$ cat config.mk
export PLATFORM = sky130hd
export DESIGN_NAME = alu_issue_seq
export DESIGN_NICKNAME = d
export VERILOG_FILES = /design/src/rtl/alu_issue_seq.sv
export SDC_FILE = /design/constraint.sdc
export NUM_CORES = 1
export LEC_CHECK = 0
export CORE_UTILIZATION = 45
export DETAILED_ROUTE_END_ITERATION = 7
export MAX_ROUTING_LAYER = met4
export SYNTH_ARGS = -nofsm -noshare
export SYNTH_HDL_FRONTEND = slang
export SYNTH_SLANG_ARGS = --single-unit
$ cat constraint.sdc
create_clock -name clk -period 4.61 [get_ports clk]
set_input_delay 0.922 -clock clk [delete_from_list [all_inputs] [get_ports clk]]
set_output_delay 0.922 -clock clk [all_outputs]
set_load 0.01 [all_outputs]
$ cat src/rtl/alu_issue_seq.sv
// alu_issue_seq: command sequencer and writeback shell around a 32-bit
// combinational ALU. Commands read operands from a local register file
// (r0 hardwired to zero), the operands are registered into the ALU for one
// full cycle, and the result and flags are captured, written back and
// returned as a response.
//
// Handshakes: a transfer happens on a rising edge where valid && ready.
// A producer holds valid and its payload stable until that edge; ready may
// depend on state but never on the valid of the same channel. cmd_ready is
// high only in IDLE (and low while rst_n is asserted); rsp_valid is high
// only in RESP, with rsp_* held stable until rsp_ready.
//
// Optional build macro: ALU_STICKY_FLAGS_EN adds sticky_clr / sticky_flags,
// an accumulating {overflow, carry} record of legal captures.
module alu_issue_seq #(
    parameter int NREGS = 16,
    parameter int AW    = 4
) (
    input  logic          clk,
    input  logic          rst_n,
    input  logic          cmd_valid,
    output logic          cmd_ready,
    input  logic [3:0]    cmd_sel,
    input  logic [AW-1:0] cmd_rd,
    input  logic [AW-1:0] cmd_rs1,
    input  logic [AW-1:0] cmd_rs2,
    input  logic [31:0]   cmd_imm,
    input  logic          cmd_use_imm,
    output logic [31:0]   alu_op1,
    output logic [31:0]   alu_op2,
    output logic [3:0]    alu_sel,
    input  logic [31:0]   alu_out,
    input  logic          alu_zero,
    input  logic          alu_carry,
    input  logic          alu_overflow,
    output logic          rsp_valid,
    input  logic          rsp_ready,
    output logic [31:0]   rsp_data,
    output logic [2:0]    rsp_flags,
    output logic          rsp_err,
`ifdef ALU_STICKY_FLAGS_EN
    input  logic          sticky_clr,
    output logic [1:0]    sticky_flags,
`endif
    output logic [1:0]    dbg_state,
    input  logic [AW-1:0] dbg_raddr,
    output logic [31:0]   dbg_rdata
);

    typedef enum logic [1:0] {
        IDLE = 2'd0,
        EXEC = 2'd1,
        RESP = 2'd2
    } state_t;

    state_t state_q, state_d;

    logic [31:0]   regs [NREGS];
    logic [AW-1:0] rd_q;
    logic          ill_q;
    logic          sel_illegal;
    logic          accept;
    logic          wb_en;
    logic [31:0]   rs1_val;
    logic [31:0]   rs2_val;

    assign dbg_state = state_q;

    // Register reads: index 0 always reads as zero.
    assign rs1_val   = (cmd_rs1 == '0) ? 32'd0 : regs[cmd_rs1];
    assign rs2_val   = (cmd_rs2 == '0) ? 32'd0 : regs[cmd_rs2];
    assign dbg_rdata = (dbg_raddr == '0) ? 32'd0 : regs[dbg_raddr];

    assign accept = cmd_valid && cmd_ready;
    assign wb_en  = (state_q == EXEC) && !ill_q && (rd_q != '0);

    // Opcode legality decode; anything not in the list is flagged illegal.
    always_comb begin
        sel_illegal = 1'b1;
        case (cmd_sel)
            4'b0000, 4'b0001, 4'b0100, 4'b0101, 4'b0110,
            4'b1000, 4'b1001, 4'b1010, 4'b1100, 4'b1101: sel_illegal = 1'b0;
            default:                                     sel_illegal = 1'b1;
        endcase
    end

    // State register.
    always_ff @(posedge clk or negedge rst_n) begin
        if (!rst_n) begin
            state_q <= IDLE;
        end else begin
            state_q <= state_d;
        end
    end

    // Next-state and cmd_ready; cmd_ready is forced low while in reset.
    always_comb begin
        state_d   = state_q;
        cmd_ready = 1'b0;
        case (state_q)
            IDLE: begin
                cmd_ready = rst_n;
                if (cmd_valid && rst_n) begin
                    state_d = EXEC;
                end
            end
            EXEC: begin
                state_d = RESP;
            end
            RESP: begin
                if (rsp_ready) begin
                    state_d = IDLE;
                end
            end
            default: begin
                state_d = IDLE;
            end
        endcase
    end

    // Operand issue on acceptance, result/flag capture in EXEC, response release.
    always_ff @(posedge clk or negedge rst_n) begin
        if (!rst_n) begin
            alu_op1   <= 32'd0;
            alu_op2   <= 32'd0;
            alu_sel   <= 4'b0000;
            rd_q      <= '0;
            ill_q     <= 1'b0;
            rsp_valid <= 1'b0;
            rsp_data  <= 32'd0;
            rsp_flags <= 3'b000;
            rsp_err   <= 1'b0;
        end else begin
            if (accept) begin
                alu_op1 <= rs1_val;
                alu_op2 <= cmd_use_imm ? cmd_imm : rs2_val;
                alu_sel <= cmd_sel;
                rd_q    <= cmd_rd;
                ill_q   <= sel_illegal;
            end
            if (state_q == EXEC) begin
                rsp_valid <= 1'b1;
                if (ill_q) begin
                    rsp_data  <= 32'd0;
                    rsp_flags <= 3'b000;
                    rsp_err   <= 1'b1;
                end else begin
                    rsp_data  <= alu_out;
                    rsp_flags <= {alu_overflow, alu_carry, alu_zero};
                    rsp_err   <= 1'b0;
                end
            end
            if ((state_q == RESP) && rsp_ready) begin
                rsp_valid <= 1'b0;
            end
        end
    end

    // Register file: cleared by reset, written with the ALU result at EXEC capture.
    always_ff @(posedge clk or negedge rst_n) begin
        if (!rst_n) begin
            for (int i = 0; i < NREGS; i++) begin
                regs[i] <= 32'd0;
            end
        end else if (wb_en) begin
            regs[rd_q] <= alu_out;
        end
    end

`ifdef ALU_STICKY_FLAGS_EN
    // Sticky {overflow, carry}: OR-accumulate on legal captures; clear has priority.
    always_ff @(posedge clk or negedge rst_n) begin
        if (!rst_n) begin
            sticky_flags <= 2'b00;
        end else if (sticky_clr) begin
            sticky_flags <= 2'b00;
        end else if ((state_q == EXEC) && !ill_q) begin
            sticky_flags <= sticky_flags | {alu_overflow, alu_carry};
        end
    end
`endif

endmodule

==> qor.csv <==
metric,value,unit
status,finished clean,
max_cap viols,0,
crit end category,output port,
vias,24400,
skew final,16.9,ps
r2r endpoint,regs[57],
Layout Nets,2762,
area of the multi-input gates,18600,µm²
Worst Path Arrival,3080,ps
setup ws final,606,ps
Tot GR Track Use,30.1,%
Synth Warn #,0,
"Seq/Total Area, Yosys",44.0,%
Final Power,20.2,mW
# fillers,6474,
final design utilization,52.9,%
Post-CTS Repair Setup Buffers,0,
grt ovf,0,
Bufs on Longest Clock Path,3,
endpoints failing hold,0,
Top Ports,232,
CTS tree,done,
row count,102,
cts hold-fix bufs,0,
Final Critical Period,4000,ps
drt via density,6.49,
H-tree depth,3,
reg2reg start,ill_q,
later-pin clock latency in the skew report,630,ps
"most common cell after layout, fill and taps aside",dfrtp_1,
WL per Instance,30.4,µm
Yosys cell types,38,
Max-slew headroom,24.7,%
"FFs w/ async S/R, synth",100,%
Lkg Pwr,17.3,nW
Fmax,0.250,GHz
Place WS,629,ps
crit-path cells,buf_6 > buf_12 > nor2b_4 > buf_12 > a221o_1 > a21oi_1 > a21oi_1 > clkdlybuf4s50_1,
initial antenna violation count,1,
Crit. Startpoint,dbg_raddr[0],
fin. max-slew vios,0,
final setup vio count,0,
root buf cell,clkbuf_16,
drt total wl,114000,µm
RSZ-0062 raised after global routing,false,
FF+latch area,15600,µm²
initial core utilization,45.7,%
die area,80000,µm²
critical path class,input pin to output port,
die height,283,µm
CTS sink cnt,624,
#FFs+latches synth,624,
Core Box Area,77700,µm²
"critical path fanouts, max",23,
"Avg Cell Area, Syn",13.7,µm²
"CTS clk-pin slew, worst paths",50,ps
"Top FF cell, synth",dfrtp_1,
Startpoint Class,input pin,
syn_nets,2683,
TritonCTS buffer count,74,
worst path bufs/invs,4,
post_cts resized,0,
Slew @ Worst Pin,1130,ps
CP top delay family,buffers and inverters,
Cells after Synth,2591,
Netlist Area Pre-Place,35500,µm²
"EDFF count, synth",0,
DP Wirelength,68200,µm
area grow syn2layout,15.8,%
DR pass1 iterations,7,
"Slowest-stage cell, CP",clkdlybuf4s50_1,
die width,283,µm
vias in the first global route,25300,
largest net degree at the start of global routing,172,
Setup TNS,0,ps
share of layout cells above drive strength 1,37.3,%
R2R depth,4,
internal reg-to-reg setup slack,1380,ps
DRC violations left,0,
GP Congestion,0.875,
Final period util,86.8,%
most frequent cells in the layout,"dfrtp_1 (623), mux2_2 (505), mux4_2 (289)",
Starting DRT DRC Count,2019,
Slowest Stage Delay on Critical Path,640,ps
Final ANT Viol Nets,0,
Hold WC Path Type,input pin to asynchronous set/reset pin,
Power Dens Cells,491,nW/µm²
worst vdd ir,0.269,mV
first-pass GRT wire length,172000,µm
CP Data Required Time,3690,ps
input/output buffers,231,
## worst max path at each step
stage / to / slack (ps) / cells past startpoint
after global placement: dbg_rdata[13] / 630 / 7
after floorplan: dbg_rdata[26] / 1340 / 6
after detailed placement: dbg_rdata[13] / 630 / 7
final: dbg_rdata[10] / 610 / 8
after global routing: dbg_rdata[10] / 510 / 8
after CTS: dbg_rdata[13] / 620 / 7
## cell usage after synthesis, types with 25 or more instances
cell       number  area share (%)
o221ai_1       31            0.77
clkbuf_1      155             1.6
nor2_1         26            0.28
mux4_2        289              18
nor2b_1        30            0.53
or3_1          25            0.44
nand2_1        92            0.97
mux2_2        505              16
nand3_1        26            0.37
a221o_1        32            0.90
nand2b_1       74             1.3
o21ai_0        70            0.99
a2bb2oi_1      94             2.3
buf_4          40            0.85
a21oi_1        75             1.1
mux2i_1       199             5.6
buf_2          80             1.1
dfrtp_1       624              44
a211oi_1       32            0.68
## report_power, final
part | leakage (nW) | internal, mW | switching [mW]
combinational | 8.25 | 3.59 | 2.07
clock | 1.22 | 3.60 | 2.38
sequential | 7.86 | 6.99 | 1.55
## routing by layer
metal	vias to the layer above	wire (µm)	part of all wire, %	track usage, %
met5	-	0	0	-
met4	0	3550	3.1	10.4
met3	215	6390	5.6	4.09
met2	918	54900	48	46.6
met1	13100	49400	43	40.8
li1	10200	-	-	-
## kinds of logic (layout without fill, tap and decap cells)
| family | count (synthesis) | after routing | share of synthesized area [%] |
|---|---|---|---|
| flip-flops | 624 | 624 | 44.0 |
| XOR/XNOR | 1 | 1 | 0.0247 |
| AO/OA/AOI/OAI | 343 | 343 | 6.90 |
| AND/OR/NAND/NOR | 323 | 323 | 4.91 |
| other | 0 | 1 | 0 |
| buffers and inverters | 299 | 431 | 3.93 |
| multiplexers | 1001 | 1001 | 40.2 |
## flip-flops by register name, indices dropped and copies added, names as in the netlist
signal     flops
regs         512
alu_op1       32
alu_op2       32
rsp_data      32
alu_sel        4
rd_q           4
rsp_flags      3
dbg_state      2
ill_q          1
rsp_err        1
rsp_valid      1
## worst register-to-register path, stage by stage (launching register included)
cell	delay [ps]
dfrtp_2	760
or4b_4	760
nor2_4	790
buf_4	410
mux2_2	380
## final cells by class
cell class,count,area share [%]
Antenna cell,1,0.00609
Sequential cell,624,38.0
Inverter,2,0.0183
Clock buffer,106,5.37
Timing Repair Buffer,300,7.60
Clock inverter,23,0.600
Multi-Input combinational cell,1668,45.2
Tap cell,1040,3.17
## metrics by stage
step                cells  area (µm²)  hold WS, ps
floorplan            2591       35500          441
global placement     3634       38600          381
detailed placement   3634       38600          383
CTS                  3763       41100          205
global route         3763       41100          236
finish               3764       41100          220
Note: power is estimated with default switching activity, not from simulation.
